--- config.mk ---
export PLATFORM = sky130hd
export DESIGN_NAME = spi_cmd_regfile_flat
export DESIGN_NICKNAME = d
export VERILOG_FILES = /design/src/rtl/spi_cmd_regfile_if.sv /design/src/rtl/spi_cmd_regfile.sv /design/src/flat_wrapper.sv
export SDC_FILE = /design/constraint.sdc
export NUM_CORES = 1
export LEC_CHECK = 0
export BUFFER_PORTS_ARGS = -buffer_cell sky130_fd_sc_hd__buf_2
export CAP_MARGIN = 10
export CORE_AREA = 2 2 98 100
export DETAILED_ROUTE_END_ITERATION = 10
export DIE_AREA = 0 0 100 102
export PLACE_DENSITY = 0.79
export SETUP_SLACK_MARGIN = 0.4
export SYNTH_ARGS = -nofsm -noshare
export SYNTH_HDL_FRONTEND = slang
export SYNTH_SLANG_ARGS = --single-unit
--- constraint.sdc ---
create_clock -name clk -period 2.5 [get_ports clk]
set_clock_uncertainty 0.05 [all_clocks]
set_input_delay 0.5 -clock clk [delete_from_list [all_inputs] [get_ports clk]]
set_output_delay 0.5 -clock clk [all_outputs]
set_load 0.03 [all_outputs]
--- src/rtl/spi_cmd_regfile_if.sv ---
// Byte-level link between the SPI byte front-end / host model and the command register file.
interface spi_cmd_regfile_if #(parameter int ADDR_W = 3);
  localparam int NREG = 1 << ADDR_W;
  logic                ss;
  logic                rx_done;
  logic [7:0]          rx_byte;
  logic [7:0]          status_in;
  logic [7:0]          tx_byte;
  logic [8*NREG-1:0]   reg_bus;
  logic                wr_strobe;
  logic [ADDR_W-1:0]   wr_addr;
  logic                err;

  modport master (output ss, rx_done, rx_byte, status_in,
                  input  tx_byte, reg_bus, wr_strobe, wr_addr, err);
  modport slave  (input  ss, rx_done, rx_byte, status_in,
                  output tx_byte, reg_bus, wr_strobe, wr_addr, err);
endinterface

--- src/rtl/spi_cmd_regfile.sv ---
// Framed command/address + data parser with a small 8-bit register bank behind spi_slave.
// Define SPI_CMD_AUTOINC_EN for burst access (address advances after each data byte).
module spi_cmd_regfile #(
  parameter int         ADDR_W  = 3,
  parameter logic [7:0] IDLE_TX = 8'hA5
) (
  input logic clk,
  input logic rst,
  spi_cmd_regfile_if.slave bus
);
  localparam int NREG = 1 << ADDR_W;

  typedef enum logic [1:0] {IDLE, CMD, DATA} state_t;

  state_t                   state;
  logic [7:0]               regs [NREG];
  logic [NREG-1:0][7:0]     view;
  logic                     rx_done_q, ss_q, stb_r, ss_r, cmd_wr;
  logic [7:0]               byte_r;
  logic [ADDR_W-1:0]        addr, addr_nxt;
  logic                     strobe;

  assign strobe = bus.rx_done & ~rx_done_q;

`ifdef SPI_CMD_AUTOINC_EN
  assign addr_nxt = addr + 1'b1;
`else
  assign addr_nxt = addr;
`endif

  // Register 0 is the live status input, not storage.
  assign view[0] = bus.status_in;
  for (genvar k = 1; k < NREG; k++) begin : g_view
    assign view[k] = regs[k];
  end
  assign bus.reg_bus = view;

  always_ff @(posedge clk) begin
    if (rst) begin
      state         <= IDLE;
      rx_done_q     <= 1'b0;
      ss_q          <= 1'b0;  // low so a reset with ss held low waits for a fresh falling edge
      stb_r         <= 1'b0;
      ss_r          <= 1'b1;
      byte_r        <= 8'h00;
      cmd_wr        <= 1'b0;
      addr          <= '0;
      bus.tx_byte   <= IDLE_TX;
      bus.wr_strobe <= 1'b0;
      bus.wr_addr   <= '0;
      bus.err       <= 1'b0;
      for (int i = 0; i < NREG; i++) regs[i] <= 8'h00;
    end else begin
      rx_done_q     <= bus.rx_done;
      ss_q          <= bus.ss;
      stb_r         <= strobe;
      ss_r          <= bus.ss;
      bus.wr_strobe <= 1'b0;
      if (strobe) byte_r <= bus.rx_byte;

      case (state)
        IDLE: begin
          if (ss_q && !bus.ss) state <= CMD;
          if (stb_r && ss_r) bus.err <= 1'b1;
        end
        CMD: if (stb_r) begin
          cmd_wr <= byte_r[7];
          addr   <= byte_r[ADDR_W-1:0];
          state  <= DATA;
          if (!byte_r[7]) bus.tx_byte <= view[byte_r[ADDR_W-1:0]];
        end
        DATA: if (stb_r) begin
          addr <= addr_nxt;
          if (cmd_wr) begin
            if (addr == '0) bus.err <= 1'b1;
            else begin
              regs[addr]    <= byte_r;
              bus.wr_strobe <= 1'b1;
              bus.wr_addr   <= addr;
            end
          end else begin
            bus.tx_byte <= view[addr_nxt];
          end
        end
        default: state <= IDLE;
      endcase

      // A byte completing alongside ss rising is handled above; the frame still closes.
      if (bus.ss && state != IDLE) begin
        state       <= IDLE;
        bus.tx_byte <= IDLE_TX;
      end
    end
  end
endmodule

--- src/flat_wrapper.sv ---
// flat-port wrapper written by rule: the top's interface ports become plain ports
module spi_cmd_regfile_flat 
#(
  parameter int         ADDR_W  = 3,
  parameter logic [7:0] IDLE_TX = 8'hA5
)
  (clk, rst, bus_ss, bus_rx_done, bus_rx_byte, bus_status_in, bus_tx_byte, bus_reg_bus, bus_wr_strobe, bus_wr_addr, bus_err);
  spi_cmd_regfile_if #(.ADDR_W(ADDR_W)) bus_i ();
  input logic clk;
  input logic rst;
  input wire logic [$bits(bus_i.ss)-1:0] bus_ss;
  input wire logic [$bits(bus_i.rx_done)-1:0] bus_rx_done;
  input wire logic [$bits(bus_i.rx_byte)-1:0] bus_rx_byte;
  input wire logic [$bits(bus_i.status_in)-1:0] bus_status_in;
  output wire logic [$bits(bus_i.tx_byte)-1:0] bus_tx_byte;
  output wire logic [$bits(bus_i.reg_bus)-1:0] bus_reg_bus;
  output wire logic [$bits(bus_i.wr_strobe)-1:0] bus_wr_strobe;
  output wire logic [$bits(bus_i.wr_addr)-1:0] bus_wr_addr;
  output wire logic [$bits(bus_i.err)-1:0] bus_err;
  assign bus_i.ss = bus_ss;
  assign bus_i.rx_done = bus_rx_done;
  assign bus_i.rx_byte = bus_rx_byte;
  assign bus_i.status_in = bus_status_in;
  assign bus_tx_byte = bus_i.tx_byte;
  assign bus_reg_bus = bus_i.reg_bus;
  assign bus_wr_strobe = bus_i.wr_strobe;
  assign bus_wr_addr = bus_i.wr_addr;
  assign bus_err = bus_i.err;
  spi_cmd_regfile #(.ADDR_W(ADDR_W), .IDLE_TX(IDLE_TX)) u_core (.clk(clk), .rst(rst), .bus(bus_i));
endmodule
== Word level (Yosys, flattened, before mapping) ==
Memory sizes are Yosys's and may differ from the RTL's.
Cells that the tools add are included.

* Memories kept: 1
* Register bits after elaboration: 31
* Latch bits: 0
* Logic and storage cells: 73
* RAM bits: 64
* Memory bits (read-only): 0
* Output and inout port bits: 77

* Bitwise logic cells: 4
* Div/mod/pow operators: 0
* Reduce and logical (&&, ||, !) cells: 16
* Mux-type cells: 28
* $mul: 0
* Equality and inequality tests: 10
* Add/subtract/negate cells: 0
* Shifts and indexed selects: 0
* Order comparisons: 2

{| class="wikitable"
|+ Memory list
! name !! words !! width !! read ports !! clocked after memory_dff !! write ports !! RTL line !! RTL
|-
| u_core.regs || 8 || 8 || 7 || 0 || 8 || spi_cmd_regfile.sv:16 || <nowiki>logic [7:0] regs [NREG];</nowiki>
|}

{| class="wikitable"
|+ Operators with widths
! cell !! number
|-
| $mux W8 || 7
|-
| $bmux W8 S3 || 2
|-
| $pmux W8 S2 || 1
|-
| $mux W1 || 13
|-
| $ne A2 B1 Y1 const B || 6
|-
| $reduce_and A5 Y1 || 2
|-
| $lt A3 B4 Y1 const B || 2
|-
| $reduce_or A8 Y1 || 1
|-
| $pmux W2 S3 || 1
|-
| $reduce_bool A2 Y1 || 3
|-
| $mux W2 || 2
|-
| $ne A2 B2 Y1 const B || 2
|-
| $reduce_and A4 Y1 || 1
|-
| $logic_and A1 B1 Y1 || 3
|-
| $logic_not A3 Y1 || 1
|-
| $mux W3 || 1
|-
| $not A1 Y1 || 3
|-
| $reduce_and A3 Y1 || 1
|-
| $eq A2 B1 Y1 const B || 1
|-
| $eq A2 B2 Y1 const B || 1
|-
| $logic_not A2 Y1 || 1
|-
| $pmux W1 S2 || 1
|-
| $reduce_and A2 Y1 || 1
|-
| $reduce_or A2 Y1 || 1
|-
| other kinds (2) || 2
|}

== Logic depth before layout (Yosys ltp) ==
Gate-level depths: netlist of run 1.

* Depth in word-level cells: 9
* Mapped depth: 7
* Mapped depth without buffers: 4

== Worst setup path after synthesis of run 1 ==
OpenSTA, ideal clock, no wires.

* Path kind: register to register
* Start: reg u_core.addr[0]
* End: mem u_core.regs[6][0] (enable)
* Stages on the path, launching flop included: 6
* Clock period less this slack: 1.880 ns
* Data arrival time: 1.520 ns
* Library setup time: 0.310 ns
* Data required time: 2.140 ns
* Slack: 0.620 ns
* Cells stage by stage: dfxtp_1 -> buf_4 -> buf_4 -> buf_2 -> nor4_2 -> or2_2

{| class="wikitable"
|+ RTL lines
! what !! RTL line !! RTL
|-
| start: declaration || spi_cmd_regfile.sv:20 || <nowiki>logic [ADDR_W-1:0] addr, addr_nxt;</nowiki>
|-
| start signal: assignment || spi_cmd_regfile.sv:68 || <nowiki>addr <= byte_r[ADDR_W-1:0];</nowiki>
|-
| start signal: assignment || spi_cmd_regfile.sv:73 || <nowiki>addr <= addr_nxt;</nowiki>
|-
| end: declaration || spi_cmd_regfile.sv:16 ||
|}

== Final worst setup path of run 1 ==
* Start: reg u_core.byte_r[0]
* End: reg u_core.bus.tx_byte[0]

* Word-level cells in the longest chain between the ends: 5

{| class="wikitable"
|+ Ends and longest elaborated chain
! what !! RTL line !! RTL
|-
| start: declaration || spi_cmd_regfile.sv:19 || <nowiki>logic [7:0] byte_r;</nowiki>
|-
| start signal: assignment || spi_cmd_regfile.sv:59 || <nowiki>if (strobe) byte_r <= bus.rx_byte;</nowiki>
|-
| $bmux W8 S3 || spi_cmd_regfile.sv:70 || <nowiki>if (!byte_r[7]) bus.tx_byte <= view[byte_r[ADDR_W-1:0]];</nowiki>
|-
| $mux W8 (not written as such) || spi_cmd_regfile.sv:70 ||
|-
| $mux W8 || spi_cmd_regfile.sv:70 ||
|-
| $mux W8 || spi_cmd_regfile.sv:66 || <nowiki>CMD: if (stb_r) begin</nowiki>
|-
| $pmux W8 S2 || spi_cmd_regfile.sv:61 || <nowiki>case (state)</nowiki>
|-
| end signal: assignment || spi_cmd_regfile.sv:70 ||
|-
| end signal: assignment || spi_cmd_regfile.sv:82 || <nowiki>bus.tx_byte <= view[addr_nxt];</nowiki>
|-
| end: declaration || spi_cmd_regfile_if.sv:17 || <nowiki>output tx_byte, reg_bus, wr_strobe, wr_addr, err);</nowiki>
|}

No other way between the ends. The select of a mux whose other input is x is not followed.
A chain may end at the register's enable or synchronous reset.

==> results by group, run 1 <==
Run status
  • Status: finished clean

GRT
  • Largest net degree at the start of global routing: 20
  • First-pass GRT wire length: 17900 microns
  • Grt ovf: 0
  • Gr usage total: 0.238
  • Vias in the first global route: 3139
  • Initial antenna violation count: 0

Floorplan
  • Die X: 100 microns
  • Cell row count: 35
  • Core Box Area: 0.00911 sq mm
  • I/O pin cnt: 97
  • Die area: 0.0102 sq mm
  • Die height: 102 microns
  • Starting density of the core: 0.487

Finish
  • Multi-input gate area: 0.00196 sq mm
  • ANT cells: 0
  • Register Area: 0.00231 sq mm
  • Nets: 450
  • Synthesis-to-finish area growth: 19.6%
  • Share of layout cells above drive strength 1: 0.402
  • # fillers: 739
  • Fin util: 0.583

Worst setup path
  • CP arrival: 2150 ps
  • Reg2reg end: u_core.bus.tx_byte[0]
  • Crit Path Category: reg -> reg
  • R2r setup slk: 540 ps
  • CP startpoint kind: register
  • Reg-to-reg startpoint: u_core.byte_r[0]
  • Max FO, Critical Path: 11
  • FF-to-FF path depth: 4
  • Crit path required time: 2690 ps
  • Critical Path End Type: register

Hold path
  • Worst Hold Launch: bus_ss
  • Hold Crit Class: in -> reg
  • Hold endpoint: u_core.ss_r
  • Hold Path Depth: 2

Placement
  • # port buffers: 96
  • DP Wirelength: 8760 microns
  • Gp weighted congestion: 0.871

Drt
  • DRT iter0 DRCs: 179
  • WL/cell: 21.5 microns
  • Final antenna-violating net count: 0
  • Routed vias: 3324
  • Drt first pass iters: 5
  • Final WL: 11800 microns
  • DRC: 0
  • Via density: 6.09

Synth
  • Sequential fraction of the synthesis area: 0.519
  • Share of the synthesized area in the top cell type: 0.379
  • Synth area leaders: edfxtp_1 38%, dfxtp_1 14%, mux4_2 9.1%
  • Commonest cells in the synthesized netlist: 60 x and2_1, 56 x edfxtp_1, 31 x dfxtp_1
  • FFs w/ async S/R, synth: 0
  • Netlist cell types: 41
  • Synth warn: 0
  • EDFF count, synth: 56
  • Most frequent cell after synthesis: and2_1
  • Yosys reg bits: 87
  • Post-Synthesis Net Count: 354
  • Gate Count Post-Synth: 334
  • Cell Area, Synth: 0.00444 sq mm
  • Synth Flop Type: edfxtp_1
  • Post-synthesis area per instance: 13.3 sq um
  • Yosys top cell by area: edfxtp_1

Run
  • Max_cap viols: 0

Clock network
  • Worst-Skew Late Latency: 360 ps
  • CTS tree: built
  • Cts bufs inserted: 9
  • Cts hold-fix bufs: 0
  • Root buffer cell: clkbuf_8
  • CTS clock-pin slew for the worst setup and hold paths: 90 ps
  • Maximum root-to-sink buffer count: 2
  • H-tree levels: 3
  • Clock Sinks: 87

STA
  • Fmax: 509 MHz
  • Final count of hold timing violations: 0
  • Relative slew slack: 0.639
  • Setup repair after global routing missed its margin: false
  • Final cycle utilization of the critical path: 0.785
  • Slew @ Worst Pin: 540 ps
  • Final Max Tran Viols: 0
  • Tmin final: 1960 ps
  • Setup_tns: 0 ps
  • Setup violations, final: 0

Pwr
  • P_leak: 2.12 nW
  • Pwr Density: 575 mW/mm^2
  • VDD IR max: 0.281 mV
## where the power goes
| part | internal [mW] | switching (mW) |
|---|---|---|
| Clock | 0.564 | 0.534 |
| Combinational | 0.133 | 0.197 |
| Sequential | 1.57 | 0.0563 |
| Total | 2.27 | 0.787 |
## cells in the final DEF (no fill, tap or decap), drive strengths merged, types with 3 or more instances in the layout
cell type,netlist,final
buf,22,118
o21ai,9,9
mux4,30,30
nor2,25,25
a22oi,3,3
nor4,3,3
or2,8,8
nor2b,5,5
nand2,6,6
a211oi,7,7
clkbuf,11,9
a2111oi,4,4
and2,60,60
nand3b,3,3
nor3,4,4
clkinvlp,0,3
inv,3,4
a21oi,5,5
edfxtp,56,56
nand2b,3,3
dfxtp,31,31
mux2,4,4
mux2i,21,21
a221oi,3,3
## per-stage QoR
stage / power [mW] / instance area, sq um / hold WS [ps] / setup WS (ps) / cells
global placement: 1.98 / 5030 / 358 / 392 / 527
detailed placement: 1.99 / 5030 / 365 / 363 / 527
CTS: 3.05 / 5250 / 301 / 378 / 543
global route: 3.13 / 5310 / 317 / 418 / 546
finish: 3.05 / 5310 / 315 / 537 / 546
floorplan: 1.87 / 4440 / 342 / 620 / 334
## cells by family (layout without fill, tap and decap cells)
| family | after synthesis | count (layout) | share of synthesized area |
|---|---|---|---|
| muxes | 55 | 55 | 0.221 |
| and+or+nand+nor | 122 | 122 | 0.162 |
| AOI/OAI and AO/OA | 33 | 33 | 0.0513 |
| buffers and inverters | 37 | 138 | 0.0474 |
| DFF | 87 | 87 | 0.519 |
## worst max-delay path, stage by stage, from the launching register on
cell and delay, ps:
dfxtp_2 520, mux4_1 600, mux2_2 280, a221oi_1 280
o21ai_1 120
## registers in the layout (all words and copies together) (netlist names), 2 cells and up
name / count
u_core.regs: 56
u_core.bus.wr_addr: 3
u_core.bus.tx_byte: 8
u_core.byte_r: 8
u_core.state: 2
u_core.addr: 3
## worst max path at each step
stage / startpoint / to / cells after the start
global placement: u_core.byte_r[0] / u_core.bus.tx_byte[2] / 5
finish: u_core.byte_r[0] / u_core.bus.tx_byte[0] / 4
CTS: u_core.state[1] / u_core.regs[1][2] / 4
detailed placement: u_core.byte_r[0] / u_core.bus.tx_byte[0] / 4
global route: u_core.byte_r[0] / u_core.bus.tx_byte[0] / 4
floorplan: u_core.addr[0] / u_core.regs[6][0] / 5
## routing by layer
layer / wire length [microns] / vias up / part of all wire / global-route usage
li1: - / 1436 / - / -
met1: 4850 / 1656 / 0.41 / 0.326
met2: 5540 / 209 / 0.47 / 0.373
met3: 1100 / 23 / 0.093 / 0.0534
met4: 266 / 0 / 0.023 / 0.0917
met5: 0 / - / 0 / 0
## cell type report
class,count,area share
tap,111,0.0262
clock buffer,9,0.0233
sequential,87,0.434
clock inverter,7,0.0182
timing repair buffer,118,0.126
multi-input combinational,210,0.369
inverter,4,0.00283
## what timing repair did
item	CTS	global route
buffers inserted	0	3
setup endpoints to repair	15	35
pin swaps	0	2
gates resized for setup	2	8
Power figures use the tool's default switching activity.
==> inputs of run 2 (changes only) <==
ABC_AREA = 1   (was default)
clock period = 2.1 ns   (was 2.5 ns; I/O delays follow)
==> run 2 against run 1 <==
Effect of this change:
- sequential cell count stayed put
- sequential share of layout area down 2.3 points
- non-clock buffer count grew 17
- area after synthesis rose by 1.5%
- critical path type unchanged
- critical endpoint is now u_core.regs[4][7]
- largest power group unchanged
==> results by group, run 2 <==
Run status
  • Status: finished clean

Worst setup path
  • Crit path required time: 2110 ps
  • CP startpoint kind: register
  • Critical Path End Type: register
  • Crit Path Category: reg -> reg
  • Critical path's largest stage delay: 350 ps
  • CP arrival: 1700 ps
  • CP Depth: 10
  • Max FO, Critical Path: 8
  • CP top delay family: simple AND/OR/NAND/NOR gates
  • FF-to-FF path depth: 10
  • Crit-path cells: inv_2 -> nor2_4 -> nand3_2 -> inv_2 -> nand2_4 -> inv_4 -> nand2_4 -> nor2_8 -> nand2_8 -> nand2_8
  • Critical-path top delay cell: dfxtp_2
  • Crit path buf inv count: 3

Synth
  • Share of the synthesized area in the top cell type: 0.373
  • Post-Synthesis Net Count: 609
  • Commonest cells in the synthesized netlist: 170 x nand2_1, 86 x nor2_1, 77 x nand3_1
  • EDFF count, synth: 56
  • Gate Count Post-Synth: 589
  • Most frequent cell after synthesis: nand2_1
  • Post-synthesis area per instance: 7.65 sq um
  • Synth warn: 0
  • Netlist cell types: 29
  • Yosys reg bits: 87
  • Yosys top cell by area: edfxtp_1
  • Synth Flop Type: edfxtp_1
  • Synth area leaders: edfxtp_1 37%, nand2_1 14%, dfxtp_1 14%
  • Cell Area, Synth: 0.00450 sq mm
  • Sequential fraction of the synthesis area: 0.511
  • FFs w/ async S/R, synth: 0

Placement
  • Placed cell count: 784
  • Setup WS pre-CTS: 198 ps
  • Placed inst area: 0.00512 sq mm
  • # port buffers: 96
  • DP Wirelength: 10400 microns
  • Gp weighted congestion: 0.989

Finish
  • Synthesis-to-finish area growth: 24.7%
  • Biggest regs: u_core.regs (56), u_core.bus.tx_byte (8), u_core.byte_r (8)
  • Most frequent cells in the layout: 162 x nand2_1, 96 x buf_2, 86 x nor2_1, 76 x nand3_1, 56 x edfxtp_1
  • Nets: 721
  • Post-route cell area: 0.00561 sq mm
  • ANT cells: 0
  • # fillers: 819
  • Commonest non-fill, non-tap cell in the layout: nand2_1
  • Fin util: 0.616
  • Final Non-Filler Cells: 817
  • Max FFs per register: 56
  • Top reg by flops: u_core.regs
  • Share of layout cells above drive strength 1: 0.263

GRT
  • Largest net degree at the start of global routing: 39
  • Vias in the first global route: 3990
  • Initial antenna violation count: 0
  • Gr usage total: 0.284
  • Grt ovf: 0
  • First-pass GRT wire length: 21800 microns

Hold path
  • Hold Path Depth: 3
  • Hold Crit Class: in -> reg

Drt
  • Drt first pass iters: 7
  • Final antenna-violating net count: 0
  • DRT iter0 DRCs: 454
  • Via density: 5.52
  • Routed vias: 4511
  • DRC: 0
  • Final WL: 14700 microns
  • WL/cell: 18.0 microns

Clock network
  • Cts bufs inserted: 9
  • H-tree levels: 3
  • Root buffer cell: clkbuf_8
  • Clock Sinks: 87
  • CTS clock-pin slew for the worst setup and hold paths: 90 ps
  • Worst-Skew Late Latency: 350 ps
  • CTS tree: built
  • Maximum root-to-sink buffer count: 2

STA
  • Slew @ Worst Pin: 490 ps
  • Final Max Tran Viols: 0
  • Fmax: 590 MHz
  • Setup WS post-layout: 404 ps
  • Final count of hold timing violations: 0
  • Final cycle utilization of the critical path: 0.808
  • Setup repair after global routing missed its margin: true
  • Setup_tns: 0 ps
  • Relative slew slack: 0.673
  • Setup violations, final: 0
  • Tmin final: 1700 ps
  • Hold slack final: 238 ps

Run
  • Max_cap viols: 0

Floorplan
  • I/O pin cnt: 97
  • Cell row count: 35
  • Die X: 100 microns
  • Die height: 102 microns
  • Core Box Area: 0.00911 sq mm
  • Die area: 0.0102 sq mm
  • Starting density of the core: 0.494

Pwr
  • VDD IR max: 0.407 mV
  • P_leak: 2.58 nW
  • Pwr Density: 674 mW/mm^2
  • Total power: 3.78 mW
[run 2: area by class of cell]
cell class	count	area, sq um	area share
Clock buffer	11	141	0.0252
Sequential cell	87	2310	0.411
Multi-Input combinational cell	407	1920	0.341
Inverter	61	239	0.0426
Timing Repair Buffer	135	790	0.141
Tap cell	111	139	0.0247
Clock inverter	5	81.3	0.0145
[run 2: repair_timing]
action,4_1_cts,5_1_grt
pin swaps,0,5
hold buffers,0,0
gates resized for setup,11,21
endpoints found under the setup margin,63,58
endpoints found under the hold margin,0,0
cloned,0,1
buffers inserted,1,15
[run 2: kinds of logic (layout without fill, tap and decap cells)]
| kind of cell | after synthesis | count (layout) | share of synthesized area |
|---|---|---|---|
| buf+inv | 96 | 212 | 0.0917 |
| flops | 87 | 87 | 0.511 |
| compound gates | 52 | 52 | 0.0620 |
| simple gates | 354 | 355 | 0.335 |
[run 2: worst min-delay path: stages]
cell and delay [ps]:
buf_2 70, inv_1 40, nor2_1 70
[run 2: path summary, 6_finish.rpt]
| check | endpoint | from | slack [ps] |
|---|---|---|---|
| setup / recovery | u_core.regs[4][7] | u_core.state[1] | 400 |
| hold / removal | u_core.rx_done_q | bus_rx_done | 240 |
| setup reg to reg | u_core.regs[4][7] | u_core.state[1] | 400 |
| hold reg to reg | u_core.bus.err | u_core.bus.err | 400 |
[run 2: where the power goes]
group / leakage [nW] / internal, mW / switching [mW]
Combinational: 1.64 / 0.155 / 0.376
Clock: 0.110 / 0.704 / 0.619
Sequential: 0.833 / 1.87 / 0.0564
[run 2: metal layers]
metal / track usage / vias to the layer above / part of all wire
met5: 0 / - / 0
met4: 0.0896 / 0 / 0.017
met3: 0.0698 / 25 / 0.11
met2: 0.462 / 284 / 0.49
met1: 0.380 / 2090 / 0.39
li1: - / 2112 / -
